[src/rtl/cpu_types_pkg.sv]
// Shared CPU/memory types: word, RAM status, arbiter FSM state and default timeout.
package cpu_types_pkg;
   typedef logic [31:0] word_t;

   typedef enum logic [1:0] {
      FREE   = 2'b00,
      BUSY   = 2'b01,
      ACCESS = 2'b10,
      ERROR  = 2'b11
   } ramstate_t;

   typedef enum logic [1:0] {
      IDLE   = 2'b00,
      DGRANT = 2'b01,
      IGRANT = 2'b10
   } arb_state_t;

   localparam int ARB_TIMEOUT_DEFAULT = 255;
endpackage

[src/rtl/arb_timeout_counter.sv]
// 8-bit saturating grant-cycle counter; expired is high on the LIMIT-th counted grant cycle.
module arb_timeout_counter #(
   parameter int LIMIT = 255
) (
   input  logic CLK,
   input  logic nRST,
   input  logic clear,
   input  logic count_en,
   output logic expired
);
   localparam logic [7:0] LIMIT_M1 = 8'(LIMIT - 1);

   logic [7:0] cnt_q, cnt_d;

   always_comb begin
      cnt_d = cnt_q;
      if (clear)
         cnt_d = '0;
      else if (count_en && cnt_q != 8'hFF)
         cnt_d = cnt_q + 8'd1;
   end

   always_ff @(posedge CLK or negedge nRST) begin
      if (!nRST) cnt_q <= '0;
      else       cnt_q <= cnt_d;
   end

   // Counter starts at 0 in the first grant cycle, so LIMIT-1 marks the LIMIT-th cycle.
   assign expired = !clear && (cnt_q >= LIMIT_M1);
endmodule

[src/rtl/ram_arbiter.sv]
// Round-robin arbiter of one single-ported RAM between instruction fetch and data port.
// Optional grant timeout under RAM_ARBITER_TIMEOUT_EN; one IDLE cycle between transactions.
module ram_arbiter
   import cpu_types_pkg::*;
#(
   parameter int TIMEOUT_CYCLES = ARB_TIMEOUT_DEFAULT
) (
   input  logic      CLK,
   input  logic      nRST,
   input  logic      iREN,
   input  word_t     iaddr,
   output logic      iwait,
   output word_t     iload,
   input  logic      dREN,
   input  logic      dWEN,
   input  word_t     daddr,
   input  word_t     dstore,
   output logic      dwait,
   output word_t     dload,
   output logic      ramREN,
   output logic      ramWEN,
   output word_t     ramaddr,
   output word_t     ramstore,
   input  word_t     ramload,
   input  ramstate_t ramstate,
   output logic      memerr
);
   arb_state_t state_q, state_d;
   logic       last_d_q, last_d_d;
   logic       memerr_q;

   logic d_req, in_d, in_i, req_g;
   logic timeout_hit, ok_done, err_done, done;

   assign d_req = dREN | dWEN;
   assign in_d  = (state_q == DGRANT);
   assign in_i  = (state_q == IGRANT);
   assign req_g = (in_d & d_req) | (in_i & iREN);

`ifdef RAM_ARBITER_TIMEOUT_EN
   arb_timeout_counter #(.LIMIT(TIMEOUT_CYCLES)) u_timeout (
      .CLK      (CLK),
      .nRST     (nRST),
      .clear    (state_q == IDLE),
      .count_en ((in_d | in_i) && ramstate != ACCESS && ramstate != ERROR),
      .expired  (timeout_hit)
   );
`else
   logic timeout_unused;
   assign timeout_unused = ^TIMEOUT_CYCLES;
   assign timeout_hit    = 1'b0;
`endif

   // A real ACCESS in the expiring cycle still counts as a good completion.
   assign ok_done  = req_g & (ramstate == ACCESS);
   assign err_done = req_g & ((ramstate == ERROR) | (timeout_hit & (ramstate != ACCESS)));
   assign done     = ok_done | err_done;

   always_comb begin
      state_d  = state_q;
      last_d_d = last_d_q;
      case (state_q)
         IDLE: begin
            if (d_req && (!iREN || !last_d_q)) state_d = DGRANT;
            else if (iREN)                     state_d = IGRANT;
         end
         DGRANT, IGRANT: begin
            if (!req_g) begin
               state_d = IDLE;
            end else if (done) begin
               state_d  = IDLE;
               last_d_d = in_d;
            end
         end
         default: state_d = IDLE;
      endcase
   end

   always_ff @(posedge CLK or negedge nRST) begin
      if (!nRST) begin
         state_q  <= IDLE;
         last_d_q <= 1'b0;
         memerr_q <= 1'b0;
      end else begin
         state_q  <= state_d;
         last_d_q <= last_d_d;
         memerr_q <= err_done;
      end
   end

   assign ramREN   = in_d ? dREN   : (in_i ? iREN : 1'b0);
   assign ramWEN   = in_d & dWEN;
   assign ramaddr  = in_d ? daddr  : (in_i ? iaddr : '0);
   assign ramstore = in_d ? dstore : '0;

   assign iwait  = iREN  & ~(in_i & done);
   assign dwait  = d_req & ~(in_d & done);
   assign iload  = (in_i & ~err_done) ? ramload : '0;
   assign dload  = (in_d & ~err_done) ? ramload : '0;
   assign memerr = memerr_q;
endmodule
[config.mk]
export PLATFORM = sky130hd
export DESIGN_NAME = ram_arbiter
export DESIGN_NICKNAME = d
export VERILOG_FILES = /design/src/rtl/cpu_types_pkg.sv /design/src/rtl/arb_timeout_counter.sv /design/src/rtl/ram_arbiter.sv
export SDC_FILE = /design/constraint.sdc
export NUM_CORES = 1
export LEC_CHECK = 0
export CAP_MARGIN = 15
export CELL_PAD_IN_SITES_DETAIL_PLACEMENT = 0
export CELL_PAD_IN_SITES_GLOBAL_PLACEMENT = 1
export CORE_ASPECT_RATIO = 2
export CORE_MARGIN = 2
export CORE_UTILIZATION = 10
export DETAILED_ROUTE_END_ITERATION = 8
export GPL_TIMING_DRIVEN = 0
export HOLD_SLACK_MARGIN = 0.12
export PLACE_DENSITY = 0.8
export SLEW_MARGIN = 20
export SYNTH_ARGS = -nofsm -noshare
export SYNTH_HDL_FRONTEND = slang
export SYNTH_HIERARCHICAL = 1
export SYNTH_SLANG_ARGS = --single-unit
[constraint.sdc]
create_clock -name CLK -period 1.5 [get_ports CLK]
set_clock_uncertainty 0.15 [all_clocks]
set_input_delay 0.15 -clock CLK [delete_from_list [all_inputs] [get_ports CLK]]
set_output_delay 0.15 -clock CLK [all_outputs]
set_load 0.02 [all_outputs]
==> impl_metrics.json <==
{
  "regToRegSetupSlack_ns": -0.27,
  "finalWirelength_um": 12900,
  "path_class": "flip-flop to output port",
  "routedWlPerCell_um": 16.8,
  "finalPower_mw": 11.4,
  "dr.first_iter.drc_count": 36,
  "rr_startpoint": "state_q[0]",
  "placed_cells": 706,
  "grt_max_degree": 11,
  "start_util": 0.102,
  "coreArea_um2": 14300,
  "yosys.area.top_type_share": 0.419,
  "dp_hpwl_um": 9140,
  "path_clk_slew_ns": 0.03,
  "die_y_um": 174,
  "numCtsBuffers": 3,
  "fmax_ghz": 0.455,
  "final-max-slew-violation-count": 0,
  "end_kind": "output port",
  "layout_common_cells": "buf_6 (170), clkdlybuf4s50_1 (135), and2_4 (92), nand2_1 (34), nand2_4 (25)",
  "area_growth_syn_to_layout_pct": 340,
  "crit_path_max_fanout": 5,
  "grt_usage": 0.144,
  "antennaDiodeCount": 0,
  "start_kind": "flip-flop",
  "reg2reg_depth": 8,
  "antenna_left": 0,
  "grt_first_pass_wirelength_um": 17300,
  "die_area_um2": 15500,
  "setup_viol": 135,
  "post-place-ws_ns": -1.11,
  "crit_start": "state_q[0]",
  "status": "complete, but fails checks",
  "io_pins": 268,
  "leakage_nw": 2.88,
  "routabilityCongestion": 0.781,
  "vdd_drop_max_mv": 0.847,
  "yosysWarningCount": 6,
  "violations": "negative setup slack",
  "cp_num_buf_inv": 5,
  "firstDrtPassIters": 4,
  "fin_crit_ns": 2.20,
  "cp.depth": 10,
  "cts-htree-levels": 1,
  "path_cells": "buf_6 > ha_4 > o21ai_4 > a21oi_4 > buf_6 > nor2b_4 > buf_6 > buf_6 > and2_4 > buf_6",
  "hold_violations": 0,
  "tritoncts": "yes",
  "die_w_um": 89.1,
  "route.detailed.drc": 0,
  "synth_area_leader_cell": "and2_1",
  "required_ns": 1.20,
  "cts_buffer_depth": 2,
  "synth_area_leaders": "and2_1 (42%), nand2_1 (18%), o21ai_0 (11%), dfrtp_1 (6.9%), buf_6 (4.7%)",
  "period_share": 1.46,
  "clkSinkCount": 4,
  "clkLatencyLatePin_ns": 0.22,
  "antenna_found_initial": 0,
  "ys_ff_latch": 4,
  "hold_path.class": "flip-flop to flip-flop",
  "crit_family": "buffers and inverters",
  "drive_gt1_frac": 0.676,
  "finalNetCount": 717,
  "syn_area_um2": 1450,
  "synth.avg_cell_area_um2": 5.87,
  "overflow": 0,
  "worst_slack_ns": -0.697,
  "via_per_inst": 3.98,
  "synth_cell_types": 22,
  "critPathCapture": "dload[8]",
  "instances_no_fill": 769,
  "rows": 62,
  "syn_inst": 247,
  "port_buffers": 267,
  "root_buffer": "clkbuf_16",
  "dr_total_vias": 3063,
  "cp_common_cell": "buf_6",
  "tightest_slew_ns": 0.360,
  "timing.rr.end": "last_d_q",
  "cap_violations": 0,
  "grt_pass1_vias": 3273,
  "post-route-util": 0.447,
  "fin_tns_setup_ns": -73.24,
  "final_common_cell": "buf_6",
  "arrival_ns": 1.90,
  "cpPeakStageDelay_ns": 0.39,
  "seq_area_frac_synth": 0.0691,
  "powerDensity_nw_per_um2": 1790,
  "rsz0062_at_grt": "true",
  "syn_nets": 385,
  "cp_slowest_cell": "dfrtp_1",
  "relSlewSlack": 0.759
}
## per-layer routing
layer	share of wire	routed length (um)	global-route usage	vias up
li1	-	-	-	1440
met4	0.014	176	0.0211	0
met1	0.30	3870	0.123	1417
met3	0.091	1170	0.0256	12
met5	0	0	0	-
met2	0.60	7720	0.318	194
## sequential cells by signal, indices dropped and copies added, names as in the netlist
name	flops
last_d_q	1
state_q	2
memerr	1
## stage by stage
| step | hold slack [ns] | cell area, um^2 |
|---|---|---|
| after floorplan | -0.296 | 1750 |
| final | 0.359 | 6380 |
| after detailed placement | 0.223 | 4660 |
| after CTS | 0.356 | 6050 |
| after global placement | 0.209 | 4660 |
| after global routing | 0.382 | 6380 |
## what timing repair did
item	4_1_cts	5_1_grt
endpoints found under the setup margin	135	135
resized for setup	953	115
hold buffers	1	0
hold endpoints to repair	4	0
pin swaps	47	46
cloned	10	1
buffers inserted	46	13
## kinds of logic after synthesis
family          after synthesis  share of synthesized area
mux                           1                    0.00777
buf+inv                      24                     0.0967
compound gates               43                      0.163
simple gates                172                      0.637
flops                         4                     0.0691
fa+ha+maj                     3                     0.0259
## final cells by class
cell class / instances / area, um^2
flip-flops and latches: 4 / 100
repair buffers: 330 / 3630
plain buffers: 18 / 339
multi-input cells: 219 / 1980
clock buffers: 3 / 75.1
inverters: 3 / 11.3
fillers: 1369 / 7900
well taps: 192 / 240
## synthesized netlist by cell type (all sizes together)
library cell  count
clkbuf           13
mux2              1
nand2            69
ha                3
and2             97
a31oi             1
o21ai            34
dfrtp             4
buf               8
o22ai             1
inv               3
a2bb2oi           1
a21oi             6
nand2b            2
nor2b             3
nor2              1
## worst min path at each step
stage | start | end | slack [ns] | cells after the start
after floorplan | nRST | last_d_q | -0.30 | 0
after global placement | nRST | memerr | 0.21 | 1
after detailed placement | nRST | memerr | 0.22 | 1
after CTS | last_d_q | last_d_q | 0.36 | 1
after global routing | last_d_q | last_d_q | 0.38 | 1
final | last_d_q | last_d_q | 0.36 | 1
## power by group
| part | internal (mW) | switching (mW) |
|---|---|---|
| registers | 0.147 | 0.0306 |
| clock network | 0.341 | 0.0746 |
| logic | 6.08 | 4.75 |
Power figures use the tool's default switching activity.
